File: src/rtl/netlist_pkg.sv
// Shared definitions for the netlist evaluator: sizes, gate entry layout, opcodes, FSM states.
// Entry layout (MSB..LSB): op, fanin_cnt, out_net, in0, in1, in2, in3.
package netlist_pkg;

   localparam int N_GATES    = 16;
   localparam int N_NETS     = 32;
   localparam int N_PI       = 8;
   localparam int MAX_FANIN  = 4;
   localparam int MAX_PASSES = 8;

   localparam int GW      = $clog2(N_GATES);
   localparam int NW      = $clog2(N_NETS);
   localparam int PW      = $clog2(MAX_PASSES) + 1;
   localparam int OPW     = 3;
   localparam int CW      = 3;
   localparam int ENTRY_W = OPW + CW + NW + MAX_FANIN * NW;

   localparam int IN3_LSB = 0;
   localparam int IN2_LSB = IN3_LSB + NW;
   localparam int IN1_LSB = IN2_LSB + NW;
   localparam int IN0_LSB = IN1_LSB + NW;
   localparam int OUT_LSB = IN0_LSB + NW;
   localparam int CNT_LSB = OUT_LSB + NW;
   localparam int OP_LSB  = CNT_LSB + CW;

   localparam logic [OPW-1:0] OP_BUF  = 3'd0;
   localparam logic [OPW-1:0] OP_NOT  = 3'd1;
   localparam logic [OPW-1:0] OP_AND  = 3'd2;
   localparam logic [OPW-1:0] OP_OR   = 3'd3;
   localparam logic [OPW-1:0] OP_NAND = 3'd4;
   localparam logic [OPW-1:0] OP_NOR  = 3'd5;
   localparam logic [OPW-1:0] OP_XOR  = 3'd6;
   localparam logic [OPW-1:0] OP_XNOR = 3'd7;

   // in_net[0] sits at the MSB end so the struct overlays the packed entry exactly.
   typedef struct packed {
      logic [OPW-1:0]                  op;
      logic [CW-1:0]                   fanin_cnt;
      logic [NW-1:0]                   out_net;
      logic [0:MAX_FANIN-1][NW-1:0]    in_net;
   } gate_entry_t;

   typedef enum logic [2:0] {
      ST_IDLE,
      ST_LOAD_PI,
      ST_EVAL,
      ST_CHECK,
      ST_FIN
   } state_t;

endpackage

File: src/rtl/gate_eval_alu.sv
// Combinational single-gate evaluator: zero latency, no flow control.
// Fan-in of 0 acts as 1, fan-in above MAX_FANIN is clamped; BUF/NOT look at in0 only.
module gate_eval_alu
   import netlist_pkg::*;
(
   input  logic [OPW-1:0]       op,
   input  logic [CW-1:0]        fanin_cnt,
   input  logic [MAX_FANIN-1:0] in_bits,
   output logic                 result
);

   logic [CW-1:0]        eff_cnt;
   logic [MAX_FANIN-1:0] mask;
   logic                 and_r;
   logic                 or_r;
   logic                 xor_r;

   always_comb begin
      eff_cnt = fanin_cnt;
      if (fanin_cnt == '0)
         eff_cnt = CW'(1);
      else if (fanin_cnt > CW'(MAX_FANIN))
         eff_cnt = CW'(MAX_FANIN);
      mask = '0;
      for (int i = 0; i < MAX_FANIN; i++)
         mask[i] = (i < int'(eff_cnt));
   end

   // Unused inputs are forced to the identity value of each reduction.
   assign and_r = &(in_bits | ~mask);
   assign or_r  = |(in_bits & mask);
   assign xor_r = ^(in_bits & mask);

   always_comb begin
      result = 1'b0;
      unique case (op)
         OP_BUF:  result = in_bits[0];
         OP_NOT:  result = ~in_bits[0];
         OP_AND:  result = and_r;
         OP_OR:   result = or_r;
         OP_NAND: result = ~and_r;
         OP_NOR:  result = ~or_r;
         OP_XOR:  result = xor_r;
         OP_XNOR: result = ~xor_r;
         default: result = 1'b0;
      endcase
   end

endmodule

File: src/rtl/netlist_eval_sched.sv
// Gate-table sequencer: evaluates one gate per cycle, repeating passes until settled or the pass limit.
// Latency start->done is 2+P*(G+1) cycles; start and cfg_we are ignored while busy.
module netlist_eval_sched
   import netlist_pkg::*;
(
   input  logic               clk,
   input  logic               rst,
   input  logic               cfg_we,
   input  logic [GW-1:0]      cfg_addr,
   input  logic [ENTRY_W-1:0] cfg_data,
   input  logic [GW:0]        cfg_num_gates,
   input  logic [N_PI-1:0]    pi_val,
   input  logic               start,
   output logic               busy,
   output logic               done,
   output logic               settle_err,
   output logic [PW-1:0]      passes,
   input  logic [NW-1:0]      rd_addr,
   output logic               rd_data
);

   state_t               state;
   state_t               state_nxt;
   gate_entry_t          gate_tbl [N_GATES];
   gate_entry_t          cur;
   logic [N_NETS-1:0]    nets;
   logic [GW:0]          num_gates;
   logic [GW-1:0]        gate_idx;
   logic                 changed;
   logic [N_PI-1:0]      pi_lat;
   logic [PW-1:0]        pass_cnt;
   logic [PW-1:0]        pass_inc;
   logic                 err_q;
   logic [MAX_FANIN-1:0] in_bits;
   logic                 alu_res;
   logic                 wr_ok;
   logic                 differs;
   logic                 last_gate;
   logic                 pass_limit;

   assign cur = gate_tbl[gate_idx];

   always_comb begin
      in_bits = '0;
      for (int i = 0; i < MAX_FANIN; i++)
         in_bits[i] = nets[cur.in_net[i]];
   end

   gate_eval_alu u_alu (
      .op        (cur.op),
      .fanin_cnt (cur.fanin_cnt),
      .in_bits   (in_bits),
      .result    (alu_res)
   );

   // Primary-input nets are owned by pi_val; gate writes to them are dropped.
   assign wr_ok      = (cur.out_net >= NW'(N_PI));
   assign differs    = (alu_res != nets[cur.out_net]);
   assign last_gate  = ({1'b0, gate_idx} == (num_gates - 1'b1));
   assign pass_inc   = pass_cnt + 1'b1;
   assign pass_limit = (pass_inc == PW'(MAX_PASSES));

   always_ff @(posedge clk) begin
      if (rst)
         state <= ST_IDLE;
      else
         state <= state_nxt;
   end

   always_comb begin
      state_nxt = state;
      busy      = 1'b1;
      done      = 1'b0;
      case (state)
         ST_IDLE: begin
            busy = 1'b0;
            if (start)
               state_nxt = ST_LOAD_PI;
         end
         ST_LOAD_PI:
            state_nxt = (num_gates == '0) ? ST_FIN : ST_EVAL;
         ST_EVAL:
            if (last_gate)
               state_nxt = ST_CHECK;
         ST_CHECK:
            state_nxt = (!changed || pass_limit) ? ST_FIN : ST_EVAL;
         ST_FIN: begin
            done      = 1'b1;
            state_nxt = ST_IDLE;
         end
         default:
            state_nxt = ST_IDLE;
      endcase
   end

   // Table holds no reset so the loader's contents survive a sequencer reset.
   always_ff @(posedge clk) begin
      if (cfg_we && state == ST_IDLE)
         gate_tbl[cfg_addr] <= cfg_data;
   end

   always_ff @(posedge clk) begin
      if (rst) begin
         nets      <= '0;
         num_gates <= '0;
         gate_idx  <= '0;
         changed   <= 1'b0;
         pi_lat    <= '0;
         pass_cnt  <= '0;
         err_q     <= 1'b0;
      end else begin
         case (state)
            ST_IDLE:
               if (start) begin
                  pass_cnt  <= '0;
                  err_q     <= 1'b0;
                  pi_lat    <= pi_val;
                  num_gates <= (cfg_num_gates > (GW+1)'(N_GATES)) ? (GW+1)'(N_GATES)
                                                                   : cfg_num_gates;
               end
            ST_LOAD_PI: begin
               nets[N_PI-1:0] <= pi_lat;
               gate_idx       <= '0;
               changed        <= 1'b0;
            end
            ST_EVAL: begin
               if (wr_ok) begin
                  nets[cur.out_net] <= alu_res;
                  if (differs)
                     changed <= 1'b1;
               end
               gate_idx <= gate_idx + 1'b1;
            end
            ST_CHECK: begin
               pass_cnt <= pass_inc;
               if (changed && pass_limit)
                  err_q <= 1'b1;
               gate_idx <= '0;
               changed  <= 1'b0;
            end
            default: ;
         endcase
      end
   end

   assign settle_err = err_q;
   assign passes     = pass_cnt;
   assign rd_data    = nets[rd_addr];

endmodule

File: config.mk
export PLATFORM = sky130hd
export DESIGN_NAME = netlist_eval_sched
export DESIGN_NICKNAME = d
export VERILOG_FILES = /design/src/rtl/netlist_pkg.sv /design/src/rtl/gate_eval_alu.sv /design/src/rtl/netlist_eval_sched.sv
export SDC_FILE = /design/constraint.sdc
export NUM_CORES = 1
export LEC_CHECK = 0
export ABC_AREA = 1
export CAP_MARGIN = 30
export CORE_MARGIN = 8
export CORE_UTILIZATION = 55
export DETAILED_ROUTE_END_ITERATION = 16
export PLACE_DENSITY_LB_ADDON = 0.3
export SLEW_MARGIN = 20
export SYNTH_ARGS = -nofsm -noshare
export SYNTH_HDL_FRONTEND = slang
export SYNTH_SLANG_ARGS = --single-unit
File: constraint.sdc
create_clock -name clk -period 5.3 [get_ports clk]
set_input_delay 1.06 -clock clk [delete_from_list [all_inputs] [get_ports clk]]
set_output_delay 1.06 -clock clk [all_outputs]
set_load 0.01 [all_outputs]
Word level (Yosys, flattened, before mapping)
Memory sizes are Yosys's and may differ from the RTL's. A register that Yosys moved wholly into a read port is not among the register bits.
Index checks and enable logic that the tools add are counted.
{ "totals": {"ff_bits": 58, "ramBits": 496, "inputBits": 57, "wordCells": 117, "n_memories": 1} }
{ "mem_list": {"columns": ["name", "words", "word_bits", "rd", "rd_clocked_by_memory_dff", "write_ports", "line", "rtl"], "rows": [
  ["gate_tbl", 16, 31, 1, 1, 1, "netlist_eval_sched.sv:24", "gate_entry_t gate_tbl [N_GATES];"]
]} }
{ "classes": {"addsub": 3, "order_cmp": 14, "n_eq_ne": 19, "mux": 41, "n_bitwise": 7, "n_reduce_logical": 23} }
{ "ops": {"columns": ["operator", "count"], "rows": [
  ["5-bit by 6-bit < comparator with 1-bit output, second input constant", 6],
  ["32-bit bitwise mux", 1],
  ["1-bit binary-select mux with 5-bit select", 6],
  ["3-bit 2-to-1 mux", 6],
  ["4-bit case mux with 2 select lines", 2],
  ["8-bit case mux with 2 select lines", 1],
  ["3-bit == test, second input constant", 5],
  ["1-bit 2-to-1 mux", 15],
  ["3-bit by 2-bit == test with 1-bit output, second input constant", 4],
  ["4-bit 2-to-1 mux", 3],
  ["3-bit case mux with 4 select lines", 1],
  ["2-bit != test, second input constant", 5],
  ["2-bit AND reduction", 5],
  ["3-bit logical NOT", 3],
  ["4-bit by 1-bit adder with 4-bit output, second input constant", 2],
  ["8-bit 2-to-1 mux", 1],
  ["1-bit case mux with 8 select lines", 1],
  ["3-bit by 1-bit == test with 1-bit output, second input constant", 2],
  ["1-bit by 3-bit < comparator with 1-bit output, first input constant", 2],
  ["2-bit by 3-bit < comparator with 1-bit output, first input constant", 2],
  ["3-bit AND reduction", 2],
  ["2-bit nonzero test", 3],
  ["1-bit demux with 5-bit select", 1],
  ["4-bit by 5-bit == test with 1-bit output", 1],
  ["other kinds (21)", 27]
]} }

Logic depth before layout (Yosys ltp)
{ "logic_depth": {"ltp_word": 13, "ltp_mapped": 28, "mapped_depth_nobuf": 27} }

By module
Synthesis repeated with hierarchy kept, for this count alone.
{ "unflattened": {"cells_unflattened": 2232, "hier_area_um2": 24473.5} }
{ "modules_own_cells": {"columns": ["mod", "instances", "cells_per_inst", "area_per_inst_um2"], "rows": [
  ["netlist_eval_sched", 1, 2185, 24255.8],
  ["gate_eval_alu", 1, 47, 217.7]
]} }

Worst setup path after synthesis
OpenSTA, ideal clock, no wires.
{ "synth_timing": {"kind": "input-to-output", "startpoint": "input port rd_addr[0]", "endpoint": "output port rd_data", "arrival_time_ns": 2.194, "required_time_ns": 4.240, "path_slack_ns": 2.046, "stages": 7, "cell_sequence": "clkbuf_1 -> inv_1 -> clkbuf_1 -> nor2_1 -> o221ai_1 -> nand3_1 -> a32oi_1"} }
{ "synth_via": {"elab_chain_len": 2} }
{ "synth_lines": {"columns": ["element", "line", "rtl"], "rows": [
  ["start, declared", "netlist_eval_sched.sv:18", "input logic [NW-1:0] rd_addr,"],
  ["1-bit binary-select mux with 5-bit select", "netlist_eval_sched.sv:148", "assign rd_data = nets[rd_addr];"],
  ["1-bit 2-to-1 mux (implied by the code)", "netlist_eval_sched.sv:148", null],
  ["end, declared", "netlist_eval_sched.sv:19", "output logic rd_data"]
]} }
No other way between the ends. The select of a mux whose other input is x is not followed.

==> flow_metrics.tcl <==
set metrics [dict create \
    status "finished, final reports clean" \
    synth_edf_count 496 \
    layout.nets 2359 \
    portBuffers 64 \
    path_clk_slew_ns 0.06 \
    dpl_cell_area_mm2 0.0256 \
    drv_slew 0 \
    endpoint_kind "flip-flop" \
    synth.net_count 2323 \
    power.density_mw_per_mm2 358 \
    clockRootBuffer "clkbuf_16" \
    syn_area_mm2 0.0245 \
    timing.final.crit_period_ns 4.78 \
    vias_per_cell 6.09 \
    min_path_type "reg2reg" \
    critical_path_class "reg2reg" \
    slowest_stage "buf_12" \
    dp.cells 2830 \
    drtIter0Drc 2414 \
    max-clock-path-buffers 3 \
    numCtsBuffers 55 \
    dr_total_vias 17853 \
    yosys-top-cells-area "edfxtp_1, nand3_1, nand2_1" \
    routed_wl_mm 68.3 \
    area_growth_syn_to_layout_pct 11.8 \
    core_area_mm2 0.0441 \
    grt_use_met3_pct 4.75 \
    grt.overflow.total 0 \
    grt_pass1_wl_mm 102 \
    synth_top_area_cell "edfxtp_1" \
    cp-start-kind "flip-flop" \
    final_util_pct 62.1 \
    numClockSinks 558 \
    cts_resized 0 \
    finalSetupViolCount 0 \
    start_util_pct 55.5 \
    synth.distinct_cells 43 \
    grt.met1_usage_pct 35.8 \
    finalClockSkew_ns 0.0345 \
    fp.dieW_um 227 \
    die_area_mm2 0.0516 \
    dr.pass1.iters 7 \
    clkLatencyLatePin_ns 0.63 \
    max_stage_delay_ns 0.57 \
    drive_above_1_share_pct 8.50 \
    antenna_found_initial 1 \
    postLayoutCellArea_mm2 0.0274 \
    grt_max_degree 150 \
    n_fill_cell 3511 \
    grt_usage_pct 26.4 \
    cts_tree "built" \
    die_y_um 227 \
    power.leakage_nw 9.49 \
    wl_per_cell_um 23.3 \
    path_cells "inv_6 > buf_12 > o21ai_0 > o221ai_1 > o21ai_0 > nand2_1 > nand2_1 > o21ai_0 > nand2_1 > ha_1 > xor2_1 > nand3_1 > o211ai_1 > a21oi_1 > nand2_1 > clkinv_1 > nand3_2 > nand2_2 > buf_4 > a21oi_1" \
    synthFlopType "edfxtp_1" \
    post-route-period-util_pct 90.2 \
    post_cts_buffers 0 \
    ys_seq_area_share_pct 65.9 \
    busiest_layer "met2" \
    grt_pass1_vias 16898 \
    tns_ns 0 \
    power.total_mw 9.80 \
    ys_ff_latch 558 \
    ctsHtreeMaxLevel 2 \
    maxCapViolCount 0 \
    post_layout_nonfiller_instances 2932 \
    pin_count 65 \
    drc_errors 0 \
    synth.avg_cell_area_um2 10.8 \
    ir_worst_vdd_v 0.000290 \
    rsz0062_at_grt "false" \
    slew_headroom_pct 37.0 \
    rows 77 \
    critPathArrivalTime_ns 5.26 \
    async_reset_ff_share_pct 0 \
    place.gp.congestion 0.957 \
    grt_use_met2_pct 41.9 \
    holdBufCountCts 0 \
    yosysWarnings 0 \
    crit_fanout 149 \
    cp.required_ns 5.78 \
    diodes 0 \
    hold_viol_final 0 \
    final_antenna_net_count 0 \
    syn-instance-count 2261 \
    cp_common_cell "nand2_1" \
    dp_hpwl_mm 39.3 \
    tightest_slew_ns 0.944 \
    synth_top_area_share_pct 60.8 \
    max_freq_mhz 209 \
]
==> layout by cell type (no fill, tap or decap), types with 6 or more instances in the layout <==
cell / count
a21oi_1: 76
a21oi_2: 20
a221o_1: 11
a32o_1: 6
buf_12: 6
buf_4: 36
bufinv_16: 7
clkbuf_1: 13
clkbuf_16: 55
clkdlybuf4s50_1: 64
clkinv_1: 12
clkinv_2: 8
dfxtp_1: 58
edfxtp_1: 496
inv_1: 87
inv_2: 10
nand2_1: 447
nand2_2: 11
nand3_1: 389
nand3_2: 8
nor2_1: 186
nor2_4: 17
nor3_1: 18
o211ai_1: 28
o21ai_0: 147
o21ai_1: 17
o221ai_1: 32
o22ai_1: 19
==> flip-flops by register name, indices dropped and copies added (netlist names), named ones only <==
register and cells:
changed 1, gate_idx 4, gate_tbl 496, nets 32, num_gates 5, passes 4, pi_lat 8, settle_err 1
state 3
==> per-layer routing <==
metal	vias to the layer above	routed length, µm
met3	152	6380
met5	-	13
met1	8651	27600
met4	2	2600
li1	8190	-
met2	858	31700
==> worst max-delay path: cells and delay by family, from the launching register on <==
family | cells | cell delay (ns)
buffers and inverters | 4 | 1.40
DFF | 1 | 0.46
AOI/OAI and AO/OA | 7 | 1.30
adders and majority gates | 1 | 0.31
xor gates and xnor gates | 1 | 0.18
and+or+nand+nor | 7 | 0.86
==> path summary, 6_finish.rpt <==
kind              from      end  slack [ns]  cells past startpoint
max reg2reg  flip-flop  nets[9]        0.52                     20
min          pi_lat[3]  nets[3]        0.47                      2
max          flip-flop  nets[9]        0.52                     20
min reg2reg  pi_lat[3]  nets[3]        0.47                      2
==> where the power goes <==
part / internal [mW] / total [mW] / switching (mW)
Combinational: 0.293 / 0.967 / 0.674
Clock: 2.25 / 3.89 / 1.64
Sequential: 4.87 / 4.94 / 0.0729
Total: 7.41 / 9.80 / 2.39
==> per-stage QoR <==
step | setup WS, ns | hold slack [ns]
floorplan | 2.05 | 0.436
global placement | 0.635 | 0.462
detailed placement | 0.656 | 0.457
CTS | 0.626 | 0.471
global route | 0.221 | 0.491
finish | 0.521 | 0.475
==> Yosys cell counts (23+ instances only) <==
library cell / count
nand2_1: 447
dfxtp_1: 62
buf_6: 26
nand3_1: 389
o211ai_1: 28
buf_4: 36
clkbuf_1: 23
inv_1: 88
nor2_1: 202
buf_2: 39
a21oi_1: 76
o21ai_0: 147
o221ai_1: 32
edfxtp_1: 496
==> logic make-up after synthesis <==
kind of cell / count (synthesis) / synth area share (%)
flops: 558 / 65.9
simple gates: 1084 / 19.1
xor+xnor: 6 / 0.214
buf+inv: 232 / 5.11
compound gates: 376 / 9.44
fa+ha+maj: 5 / 0.255
==> cell type report <==
class	count	area, µm²	area share (%)
flip-flops and latches	558	16100	58.9
repair buffers	108	1090	3.96
clock buffers	68	1430	5.20
inverters	103	394	1.44
well taps	592	741	2.70
clock inverters	32	368	1.34
multi-input cells	1471	7230	26.4
Power figures use the tool's default switching activity.
